--- src/rtl/bitop_pkg.sv ---
// Shared constants and types for the round-robin bitwise-logic arbiter.
package bitop_pkg;

    localparam int BITOP_WIDTH = 16;

    typedef logic [1:0] bitop_op_t;

    localparam bitop_op_t OP_AND  = 2'b00;
    localparam bitop_op_t OP_OR   = 2'b01;
    localparam bitop_op_t OP_XOR  = 2'b10;
    localparam bitop_op_t OP_NAND = 2'b11;

    typedef enum logic {
        ST_IDLE = 1'b0,
        ST_HOLD = 1'b1
    } arb_state_t;

endpackage

--- src/rtl/bitop_unit.sv ---
// Purely combinational bitwise logic unit: per-bit gate slices feeding an opcode mux.
module bitop_unit
    import bitop_pkg::*;
#(
    parameter int WIDTH = BITOP_WIDTH
) (
    input  logic [WIDTH-1:0] a,
    input  logic [WIDTH-1:0] b,
    input  bitop_op_t        op,
    output logic [WIDTH-1:0] y
);

    logic [WIDTH-1:0] and_bits;
    logic [WIDTH-1:0] or_bits;
    logic [WIDTH-1:0] xor_bits;

    generate
        for (genvar gi = 0; gi < WIDTH; gi++) begin : g_gate
            assign and_bits[gi] = a[gi] & b[gi];
            assign or_bits[gi]  = a[gi] | b[gi];
            assign xor_bits[gi] = a[gi] ^ b[gi];
        end
    endgenerate

    // NAND reuses the AND slice rather than building a separate gate row.
    always_comb begin
        y = and_bits;
        case (op)
            OP_AND:  y = and_bits;
            OP_OR:   y = or_bits;
            OP_XOR:  y = xor_bits;
            OP_NAND: y = ~and_bits;
            default: y = and_bits;
        endcase
    end

endmodule

--- src/rtl/bitop_rr_arbiter.sv ---
// Round-robin arbiter sharing one bitop_unit among NUM_REQ requesters, 1-deep response register.
// Optional per-requester saturating grant counters when BITOP_ARB_STATS_EN is defined.
module bitop_rr_arbiter
    import bitop_pkg::*;
#(
    parameter int NUM_REQ = 4,
    parameter int WIDTH   = BITOP_WIDTH,
    parameter int ID_W    = 2
) (
    input  logic                     clk,
    input  logic                     rst_n,
    input  logic [NUM_REQ-1:0]       req_valid,
    output logic [NUM_REQ-1:0]       req_ready,
    input  logic [NUM_REQ*WIDTH-1:0] req_a,
    input  logic [NUM_REQ*WIDTH-1:0] req_b,
    input  logic [NUM_REQ*2-1:0]     req_op,
    output logic                     rsp_valid,
    input  logic                     rsp_ready,
    output logic [WIDTH-1:0]         rsp_data,
    output logic [ID_W-1:0]          rsp_id
`ifdef BITOP_ARB_STATS_EN
    ,
    input  logic                     stats_clr,
    output logic [NUM_REQ*16-1:0]    grant_count
`endif
);

    arb_state_t       state_reg;
    logic             rsp_valid_reg;
    logic [WIDTH-1:0] rsp_data_reg;
    logic [ID_W-1:0]  rsp_id_reg;
    logic [ID_W-1:0]  rr_ptr_reg;

    logic [WIDTH-1:0] a_arr  [NUM_REQ];
    logic [WIDTH-1:0] b_arr  [NUM_REQ];
    bitop_op_t        op_arr [NUM_REQ];

    logic             grant_found;
    logic [ID_W-1:0]  grant_idx;
    logic             can_accept;
    logic             accept;
    logic [WIDTH-1:0] grant_a;
    logic [WIDTH-1:0] grant_b;
    bitop_op_t        grant_op;
    logic [WIDTH-1:0] unit_y;

    function automatic int wrap_idx(input int base, input int offset);
        int sum;
        sum = base + offset;
        if (sum >= NUM_REQ) begin
            sum = sum - NUM_REQ;
        end
        return sum;
    endfunction

    generate
        for (genvar gi = 0; gi < NUM_REQ; gi++) begin : g_unpack
            assign a_arr[gi]  = req_a[gi*WIDTH +: WIDTH];
            assign b_arr[gi]  = req_b[gi*WIDTH +: WIDTH];
            assign op_arr[gi] = bitop_op_t'(req_op[gi*2 +: 2]);
        end
    endgenerate

    // Search upward from rr_ptr, wrapping; the first valid requester wins.
    always_comb begin
        grant_found = 1'b0;
        grant_idx   = '0;
        for (int k = 0; k < NUM_REQ; k++) begin
            if (!grant_found && req_valid[wrap_idx(int'(rr_ptr_reg), k)]) begin
                grant_found = 1'b1;
                grant_idx   = ID_W'(wrap_idx(int'(rr_ptr_reg), k));
            end
        end
    end

    assign can_accept = (state_reg == ST_IDLE) || rsp_ready;
    assign accept     = can_accept && grant_found;

    generate
        for (genvar gi = 0; gi < NUM_REQ; gi++) begin : g_ready
            assign req_ready[gi] = accept && (grant_idx == ID_W'(gi));
        end
    endgenerate

    assign grant_a  = a_arr[grant_idx];
    assign grant_b  = b_arr[grant_idx];
    assign grant_op = op_arr[grant_idx];

    bitop_unit #(
        .WIDTH(WIDTH)
    ) u_unit (
        .a  (grant_a),
        .b  (grant_b),
        .op (grant_op),
        .y  (unit_y)
    );

    always_ff @(posedge clk or negedge rst_n) begin
        if (!rst_n) begin
            state_reg     <= ST_IDLE;
            rsp_valid_reg <= 1'b0;
            rsp_data_reg  <= '0;
            rsp_id_reg    <= '0;
            rr_ptr_reg    <= '0;
        end else if (accept) begin
            state_reg     <= ST_HOLD;
            rsp_valid_reg <= 1'b1;
            rsp_data_reg  <= unit_y;
            rsp_id_reg    <= grant_idx;
            rr_ptr_reg    <= (grant_idx == ID_W'(NUM_REQ - 1)) ? '0 : grant_idx + ID_W'(1);
        end else if ((state_reg == ST_HOLD) && rsp_ready) begin
            // Result drained with nothing new: data/id deliberately keep their last values.
            state_reg     <= ST_IDLE;
            rsp_valid_reg <= 1'b0;
        end
    end

    assign rsp_valid = rsp_valid_reg;
    assign rsp_data  = rsp_data_reg;
    assign rsp_id    = rsp_id_reg;

`ifdef BITOP_ARB_STATS_EN
    logic [15:0] count_reg [NUM_REQ];

    generate
        for (genvar gi = 0; gi < NUM_REQ; gi++) begin : g_stats
            always_ff @(posedge clk or negedge rst_n) begin
                if (!rst_n) begin
                    count_reg[gi] <= '0;
                end else if (stats_clr) begin
                    count_reg[gi] <= '0;
                end else if (req_ready[gi] && (count_reg[gi] != 16'hFFFF)) begin
                    count_reg[gi] <= count_reg[gi] + 16'd1;
                end
            end
            assign grant_count[gi*16 +: 16] = count_reg[gi];
        end
    endgenerate
`endif

endmodule
--- config.mk ---
export PLATFORM = sky130hd
export DESIGN_NAME = bitop_rr_arbiter
export DESIGN_NICKNAME = d
export VERILOG_FILES = /design/src/rtl/bitop_pkg.sv /design/src/rtl/bitop_unit.sv /design/src/rtl/bitop_rr_arbiter.sv
export SDC_FILE = /design/constraint.sdc
export NUM_CORES = 1
export LEC_CHECK = 0
export CAP_MARGIN = 10
export CORE_ASPECT_RATIO = 0.7
export CORE_MARGIN = 5
export CORE_UTILIZATION = 44
export CTS_CLUSTER_SIZE = 28
export DETAILED_ROUTE_END_ITERATION = 7
export PLACE_DENSITY_LB_ADDON = 0.05
export SYNTH_ARGS = -nofsm -noshare
export SYNTH_HDL_FRONTEND = slang
export SYNTH_HIERARCHICAL = 1
export SYNTH_SLANG_ARGS = --single-unit
--- constraint.sdc ---
create_clock -name clk -period 5.3 [get_ports clk]
set_clock_uncertainty 0.15 [all_clocks]
set_input_delay 1.06 -clock clk [delete_from_list [all_inputs] [get_ports clk]]
set_output_delay 1.06 -clock clk [all_outputs]
set_load 0.05 [all_outputs]
==> impl_metrics.env <==
export IMPL_diodes=0
export IMPL_period_needed_ns=4.763
export IMPL_register_area_sq_um=525.5
export IMPL_min_path_type="reg -> reg"
export IMPL_min_period_over_period_pct=89.87
export IMPL_start_util_pct=46.04
export IMPL_clockBufferDepth=2
export IMPL_multi_input_area_sq_um=2352
export IMPL_drt_pass1_iterations=4
export IMPL_rsz0062_at_grt="no"
export IMPL_synth_edf_count=0
export IMPL_syn_to_final_growth_pct=53.55
export IMPL_clock_latency_ns=0.26
export IMPL_rows=25
export IMPL_critPathKind="in -> out"
export IMPL_vias=2909
export IMPL_stdcell_area_sq_um=4865
export IMPL_start_kind="input pin"
export IMPL_powerDensity_nw_per_um2=413.3
export IMPL_min_path_cells=2
export IMPL_ys_seq_area_share_pct=16.59
export IMPL_synth_most_common_cell="mux2i_1"
export IMPL_ys_ff_latch=21
export IMPL_p_total_mw=2.011
export IMPL_grt_overflow=0
export IMPL_tns_ns=0
export IMPL_synthTopCellsByCount="mux2i_1, nand2_1, inv_1"
export IMPL_grt_pass1_vias=3064
export IMPL_grt_usage_pct=19.07
export IMPL_status="finished clean"
export IMPL_gp_congestion=0.8179
export IMPL_dieArea_sq_um=9024
export IMPL_end_kind="primary output"
export IMPL_ant_nets=0
export IMPL_numCtsBuffers=3
export IMPL_core_area_sq_um=6882
export IMPL_clock_fmax_ghz=0.2100
export IMPL_synthArstFlopShare_pct=100.0
export IMPL_fillers=564
export IMPL_synth_net_count=513
export IMPL_slew_violations=0
export IMPL_dp_cells=580
export IMPL_hold_viol=0
export IMPL_setup_violations=0
export IMPL_arrival_ns=3.55
export IMPL_fin_cells=584
export IMPL_grt_max_degree=42
export IMPL_peakVddDrop_uv=359.6
export IMPL_totalWireLength_um=8940
export IMPL_boundaryPins=166
export IMPL_maxCapViolations=0
export IMPL_portBuffers=165
export IMPL_crit_path_max_fanout=13
export IMPL_htreeDepth=1
export IMPL_synth_top_area_share_pct=42.34
export IMPL_synth_area_sq_um=3168
export IMPL_fin_hold_ws_ns=0.3313
export IMPL_cts_sinks=21
export IMPL_nets=666
export IMPL_die_x_um=111.4
export IMPL_post_drt_via_cell_ratio=4.981
export IMPL_hpwl_um=7502
export IMPL_cts_clk_slew_worst_paths_ns=0.08
export IMPL_post_dp_cell_area_sq_um=4820
export IMPL_synth_main_ff_cell="dfrtp_1"
export IMPL_maxSlewHeadroom_pct=37.35
export IMPL_reg2reg_depth=10
export IMPL_post_cts_buffers=0
export IMPL_yosysTopAreaCell="mux2i_1"
export IMPL_grt_pass1_wl_um=14310
export IMPL_p_leak_nw=2.503
export IMPL_post_drt_wl_per_cell_um=15.31
export IMPL_die_h_um=81.00
export IMPL_synth_avg_cell_area_sq_um=9.373
export IMPL_ys_types=27
export IMPL_synthTopCellsByArea="mux2i_1, dfrtp_1, ha_1, mux2_4, nand2_1"
export IMPL_drive_gt1_share_pct=5.918
export IMPL_required_ns=4.09
export IMPL_synthCells=338
export IMPL_drc=0
export IMPL_initialDrtViolationCount=101
export IMPL_hold_buffers=0
export IMPL_clock_root_buffer="clkbuf_8"
export IMPL_largest_reg_flops=16
export IMPL_ys_warn_count=6
export IMPL_worst_pin_slew_ns=0.9368
export IMPL_antenna_found_initial=0
export IMPL_cts_resized=0
export IMPL_tritoncts="yes"
path summary, 6_finish.rpt:
path	startpoint	end	slack (ns)
max in group asynchronous	rst_n	rsp_data[14]$_DFFE_PN0P_	3.26
min in group asynchronous	rst_n	rsp_data[9]$_DFFE_PN0P_	1.16
setup reg to reg	rr_ptr_reg[1]$_DFFE_PN0P_	rsp_data[7]$_DFFE_PN0P_	1.85
setup / recovery	req_valid[3]	req_ready[3]	0.54
hold reg to reg	rsp_data[8]$_DFFE_PN0P_	rsp_data[8]$_DFFE_PN0P_	0.33
hold / removal	rsp_data[8]$_DFFE_PN0P_	rsp_data[8]$_DFFE_PN0P_	0.33
layer usage:
metal / part of all wire (%) / track usage, % / routed length, um / vias to the layer above
met1: 42 / 22.35 / 3756 / 1350
met2: 51 / 36.70 / 4596 / 92
met4: 0.66 / 1.823 / 59 / 0
met3: 5.9 / 4.914 / 527 / 8
met5: 0 / 0 / 0 / -
li1: - / - / - / 1459
placed cells by master, fill, tap and decap left out:
master,instances
a211o_4,1
a21o_1,3
a21oi_1,4
a21oi_2,1
and2_1,1
and3_1,1
buf_4,5
clkbuf_1,1
clkbuf_8,3
clkdlybuf4s50_1,165
dfrtp_1,21
ha_1,32
inv_1,36
mux2_2,2
mux2_4,14
mux2i_1,132
mux2i_4,2
nand2_1,55
nand2b_1,2
nor2_1,3
nor3_1,1
nor4_1,1
o21ai_1,1
o22a_2,1
o22ai_1,1
xor2_1,1
cells by family after synthesis:
family	synth area share [%]
AOI/OAI and AO/OA	2.528
xor gates and xnor gates	0.2765
adders and majority gates	12.64
buffers and inverters	10.27
DFF	16.59
muxes	49.68
and+or+nand+nor	8.018
worst max-delay path, stage by stage:
cell and delay, ns:
clkdlybuf4s50_1 0.46, nor4_1 0.60, a21o_1 0.40, nor2_1 0.13, and2_1 0.19, clkdlybuf4s50_1 0.70
area by class of cell:
type                    instances  share of cell area, %
clock buffers                   4                 0.9259
inverters                      36                  2.778
multi-input cells             259                  48.35
flip-flops and latches         21                  10.80
well taps                      94                  2.418
repair buffers                170                  34.72
power by group:
part           internal, mW  leakage, nW  switching (mW)
Sequential            0.234        0.249          0.0489
Combinational         0.744         2.23           0.878
Clock                0.0536       0.0228          0.0536
Total                  1.03         2.50           0.980
stage by stage:
| step | utilization (%) | setup slack (ns) |
|---|---|---|
| 6_report | 70.69 | 0.5370 |
| 5_1_grt | 70.69 | 0.3657 |
| 4_1_cts | 70.69 | 0.5174 |
| 3_5_place_dp | 70.04 | 0.5314 |
| 3_3_place_gp | 70.04 | 0.6143 |
| 2_1_floorplan | - | 1.184 |
Note: power is estimated with default switching activity, not from simulation.
